--- config.mk ---
export PLATFORM = sky130hd
export DESIGN_NAME = unique_req_arbiter
export DESIGN_NICKNAME = d
export VERILOG_FILES = /design/src/rtl/unique_req_arbiter.sv
export SDC_FILE = /design/constraint.sdc
export NUM_CORES = 1
export LEC_CHECK = 0
export BUFFER_PORTS_ARGS = -buffer_cell sky130_fd_sc_hd__buf_2
export CAP_MARGIN = 40
export CORE_MARGIN = 1.5
export CORE_UTILIZATION = 25
export CTS_CLUSTER_SIZE = 28
export DETAILED_ROUTE_END_ITERATION = 6
export GPL_TIMING_DRIVEN = 0
export SYNTH_ARGS = -nofsm -noshare
export SYNTH_HDL_FRONTEND = slang
export SYNTH_SLANG_ARGS = --single-unit
--- constraint.sdc ---
create_clock -name clk -period 4.03 [get_ports clk]
set_input_delay 0.2015 -clock clk [delete_from_list [all_inputs] [get_ports clk]]
set_output_delay 0.2015 -clock clk [all_outputs]
set_load 0.02 [all_outputs]
--- src/rtl/unique_req_arbiter.sv ---
`default_nettype none
// ============================================================================
// Module  : unique_req_arbiter
// Brief   : N-way arbiter with a registered one-hot grant, fixed-priority or
//           round-robin policy and bounded ownership. Optional collision
//           flagging enabled by defining UNIQUE_CHECK_EN.
// Revision: 1.0 - initial release
// ============================================================================
module unique_req_arbiter #(
    parameter int N_REQ    = 4,
    parameter int MAX_HOLD = 8,
    parameter int CNT_W    = 8
) (
    input  logic                     clk,
    input  logic                     rst_n,
    input  logic [N_REQ-1:0]         req,
    input  logic                     mode,
    output logic [N_REQ-1:0]         gnt,
    output logic                     gnt_valid,
    output logic [$clog2(N_REQ)-1:0] gnt_id,
    output logic                     collision,
    output logic [CNT_W-1:0]         collision_cnt
);

    localparam int c_ID_W   = $clog2(N_REQ);
    localparam int c_HOLD_W = $clog2(MAX_HOLD + 1);
    localparam logic [c_ID_W-1:0]   c_LAST_ID  = c_ID_W'(N_REQ - 1);
    localparam logic [c_HOLD_W-1:0] c_HOLD_MAX = c_HOLD_W'(MAX_HOLD);

    typedef enum logic [1:0] {
        IDLE  = 2'd0,
        GRANT = 2'd1,
        REL   = 2'd2
    } state_t;

    state_t                r_state;
    state_t                w_state_nxt;
    logic [N_REQ-1:0]      r_gnt;
    logic [N_REQ-1:0]      w_gnt_nxt;
    logic [c_ID_W-1:0]     r_gnt_id;
    logic [c_ID_W-1:0]     w_id_nxt;
    logic [c_HOLD_W-1:0]   r_hold_cnt;
    logic [c_HOLD_W-1:0]   w_hold_nxt;
    logic [c_ID_W-1:0]     r_rr_ptr;
    logic [c_ID_W-1:0]     w_ptr_nxt;

    logic [N_REQ-1:0]      w_hi_mask;
    logic [N_REQ-1:0]      w_req_hi;
    logic [c_ID_W-1:0]     w_fp_win;
    logic [c_ID_W-1:0]     w_rr_win;
    logic [c_ID_W-1:0]     w_win;
    logic                  w_owner_req;

    function automatic logic [c_ID_W-1:0] f_lowest(input logic [N_REQ-1:0] v);
        logic [c_ID_W-1:0] idx;
        idx = '0;
        for (int i = N_REQ - 1; i >= 0; i--) begin
            if (v[i]) idx = c_ID_W'(i);
        end
        return idx;
    endfunction

    // Round robin: search requests at/above the pointer first, else wrap to
    // the lowest requester overall.
    always_comb begin
        w_hi_mask = '0;
        for (int i = 0; i < N_REQ; i++) begin
            w_hi_mask[i] = (c_ID_W'(i) >= r_rr_ptr);
        end
    end

    assign w_req_hi    = req & w_hi_mask;
    assign w_fp_win    = f_lowest(req);
    assign w_rr_win    = (|w_req_hi) ? f_lowest(w_req_hi) : f_lowest(req);
    assign w_win       = mode ? w_rr_win : w_fp_win;
    assign w_owner_req = |(req & r_gnt);

    always_comb begin
        w_state_nxt = r_state;
        w_gnt_nxt   = r_gnt;
        w_id_nxt    = r_gnt_id;
        w_hold_nxt  = r_hold_cnt;
        w_ptr_nxt   = r_rr_ptr;
        case (r_state)
            IDLE: begin
                if (|req) begin
                    w_state_nxt = GRANT;
                    w_gnt_nxt   = N_REQ'(1) << w_win;
                    w_id_nxt    = w_win;
                    w_hold_nxt  = c_HOLD_W'(1);
                    w_ptr_nxt   = (w_win == c_LAST_ID) ? '0 : w_win + c_ID_W'(1);
                end
            end
            GRANT: begin
                if (!w_owner_req || (r_hold_cnt == c_HOLD_MAX)) begin
                    w_state_nxt = REL;
                    w_gnt_nxt   = '0;
                    w_id_nxt    = '0;
                    w_hold_nxt  = '0;
                end else begin
                    w_hold_nxt  = r_hold_cnt + c_HOLD_W'(1);
                end
            end
            REL: begin
                w_state_nxt = IDLE;
            end
            default: begin
                w_state_nxt = IDLE;
                w_gnt_nxt   = '0;
                w_id_nxt    = '0;
                w_hold_nxt  = '0;
            end
        endcase
    end

    always_ff @(posedge clk or negedge rst_n) begin
        if (!rst_n) begin
            r_state    <= IDLE;
            r_gnt      <= '0;
            r_gnt_id   <= '0;
            r_hold_cnt <= '0;
            r_rr_ptr   <= '0;
        end else begin
            r_state    <= w_state_nxt;
            r_gnt      <= w_gnt_nxt;
            r_gnt_id   <= w_id_nxt;
            r_hold_cnt <= w_hold_nxt;
            r_rr_ptr   <= w_ptr_nxt;
        end
    end

    assign gnt       = r_gnt;
    assign gnt_valid = |r_gnt;
    assign gnt_id    = r_gnt_id;

`ifdef UNIQUE_CHECK_EN
    logic             w_multi_req;
    logic             w_collide;
    logic             r_collision;
    logic [CNT_W-1:0] r_coll_cnt;

    // Clearing the lowest set bit leaves something only if >1 bit was set.
    assign w_multi_req = |(req & (req - N_REQ'(1)));
    assign w_collide   = (r_state == IDLE) && w_multi_req;

    always_ff @(posedge clk or negedge rst_n) begin
        if (!rst_n) begin
            r_collision <= 1'b0;
            r_coll_cnt  <= '0;
        end else begin
            r_collision <= w_collide;
            if (w_collide && (r_coll_cnt != '1)) begin
                r_coll_cnt <= r_coll_cnt + CNT_W'(1);
            end
        end
    end

    assign collision     = r_collision;
    assign collision_cnt = r_coll_cnt;
`else
    assign collision     = 1'b0;
    assign collision_cnt = '0;
`endif

endmodule
`default_nettype wire

==> impl_results.md <==
* Status: finished, final reports clean
* CP max FO at 5
* Via-to-Cell Ratio at 4.39
* Distinct cells, synth at 35
* Pleak at 0.581 nW
* Synthesized area at 923 sq um
* Routed via count at 737
* Number of global-route vias before repair at 752
* Die area at 0.00407 sq mm
* Remaining DRCs at 0
* HP Class: in -> async
* First-pass GRT wire length at 3250 um
* Worst-path clk slew at 60 ps
* Crit Path Category: reg -> reg
* Synth Register Bits at 14
* VDD IR max at 0.119 mV
* Largest net degree at the start of global routing at 15
* Worst reg2reg path depth at 6
* H-tree depth at 1
* Worst setup SP type: flip-flop
* Peak Freq at 543 MHz
* Max-cap check violation count at 0
* Worst setup EP type: flip-flop
* Crit path time final at 1840 ps
* Share of cells above drive strength 1 at 31.1%
* CORE AREA at 0.00344 sq mm
* Clk Latency, worst-skew pair at 250 ps
* RSZ-0062 raised after global routing: no
* First-pass DRT Iterations at 4
* Yosys warns at 0
* Gate Count Post-Synth at 96
* Setup Total Neg Slack at 0 ps
* Prevailing post-synth register cell: dfrtp_1
* # IOs at 23
* Antenna violations before repair at 0
* Final Cycle Share at 45.7%
* Die height at 63.8 um
* Port bufs at 13
* CTS root buffer: clkbuf_8
* Max-slew violations at 0
* Clk sink count at 14
* Row Count at 21
* Setup-failing EPs final at 0
* Die X-Extent at 63.8 um
* Dpl hpwl at 1470 um
* Cells along the critical path: a21boi_0 -> o21ai_0 -> a32oi_1 -> inv_1 -> ha_1 -> a22o_1
* Drt first-iter violations at 39
* Final net count at 136
* Pwr dens at 641 mW/mm^2
* Num CTS Buffers at 3
* Data arrival, critical path at 1980 ps
* Hold WS at 369 ps
* GRT overflow at 0
* Final Util at 33.2%
* Placer Congestion at 0.782
* Critical Path Max Stage Delay at 460 ps
* Slowest cell on crit path: a32oi_1
* Final WL at 1850 um
* Final Hold Fails at 0
* WP data required at 4170 ps
* Initial Util at 26.8%
* EDFF count, synth at 0
* Post-DRT Antenna Nets at 0
* P&R area growth vs syn at 23.6%
* Async SR Flop Fraction at 100%
* Seq/Total Area, Yosys at 37.9%
* CTS tree: done
* Total GRT Usage at 10.4%
* Clock skew at 4.48 ps
* Syn_area_per_cell at 9.62 sq um
* Clock tree buffer depth at 2
* ANT cells at 0
* Drt wl/cell at 11.0 um
area by class of cell:
class                   instances  area [sq um]
plain buffers                  11          86.3
repair buffers                 14          75.1
clock buffers                   4          55.1
fillers                       360          2300
multi-input cells              73           494
inverters                       6          22.5
flip-flops and latches         14           350
well taps                      46          57.6
cells in the mapped netlist, drive strengths merged, types with 3 or more instances:
| cell | count | area (sq um) |
|---|---|---|
| dfrtp | 14 | 350 |
| buf | 11 | 86.3 |
| nand2 | 10 | 37.5 |
| o21ai | 9 | 52.6 |
| ha | 6 | 75.1 |
| inv | 6 | 22.5 |
| a22o | 4 | 43.8 |
| nor2 | 4 | 15.0 |
| a21oi | 3 | 18.8 |
| o31ai | 3 | 22.5 |
per-layer routing:
metal | track usage [%] | up-vias | part of all wire, %
li1 | - | 367 | -
met1 | 11.8 | 344 | 46
met2 | 17.1 | 21 | 45
met3 | 2.46 | 5 | 5.6
met4 | 7.34 | 0 | 3.4
met5 | 0 | - | 0
sequential cells by signal, indices dropped and copies added, names as in the netlist:
name and flops:
gnt 4, r_state 2, gnt_id 2, r_hold_cnt 4, r_rr_ptr 2
cell usage in the layout, fill, tap and decap left out, types with 2 or more instances in the layout:
| master | n |
|---|---|
| a22o_1 | 3 |
| nor2_1 | 4 |
| nor2b_1 | 2 |
| o21ai_2 | 2 |
| a21oi_1 | 2 |
| a22oi_1 | 2 |
| nand3_1 | 2 |
| ha_1 | 6 |
| o31ai_1 | 3 |
| nand2_1 | 10 |
| dfrtp_1 | 14 |
| or2b_1 | 2 |
| buf_2 | 13 |
| o21ai_1 | 3 |
| o21ai_0 | 4 |
| conb_1 | 9 |
| nand3b_1 | 2 |
| buf_4 | 10 |
| clkbuf_8 | 4 |
| inv_1 | 6 |
| a21boi_0 | 2 |
timing repair:
| item | in CTS | in global routing |
|---|---|---|
| gates resized for setup | 0 | 0 |
| setup buffers | 0 | 0 |
| endpoints found under the hold margin | 14 | 0 |
| setup endpoints to repair | 0 | 0 |
| hold buffers | 1 | 0 |
worst max-delay path: cells and delay by family (launching register included):
| kind | cells | cell delay (ps) |
|---|---|---|
| AO/OA/AOI/OAI | 4 | 960 |
| adder cells (fa/ha/maj) | 1 | 220 |
| buffers and inverters | 1 | 130 |
| flip-flops | 1 | 420 |
power by group:
part,internal (mW),switching [mW],total (mW),leakage (nW)
Clock,0.0866,0.0496,0.136,0.0288
Combinational,0.143,0.208,0.351,0.372
Sequential,0.195,0.0498,0.245,0.181
cells by family after synthesis:
| logic type | share of synthesized area [%] |
|---|---|
| xor gates and xnor gates | 0.949 |
| and+or+nand+nor | 17.5 |
| other | 0.406 |
| DFF | 37.9 |
| AOI/OAI and AO/OA | 23.3 |
| buffers and inverters | 11.8 |
| adders and majority gates | 8.13 |
through the flow:
step                      instances  total power [mW]  instance area (sq um)  setup WS [ps]
final                           168             0.732                   1140           2190
after global routing            168             0.795                   1140           2040
after CTS                       168             0.741                   1140           2190
after detailed placement        163             0.601                   1080           2200
after global placement          163             0.585                   1080           2250
after floorplan                 104             0.499                    953           2430
final timing paths:
kind	from	endpoint	slack (ps)
setup / recovery	r_rr_ptr[1]	gnt[0]	2190
hold / removal	rst_n	r_hold_cnt[3]	370
setup reg to reg	r_rr_ptr[1]	gnt[0]	2190
hold reg to reg	gnt_id[1]	gnt_id[1]	490
max in group asynchronous	rst_n	r_rr_ptr[0]	3430
min in group clk	req[3]	r_state[1]	450
(Power assumes the default switching activity.)
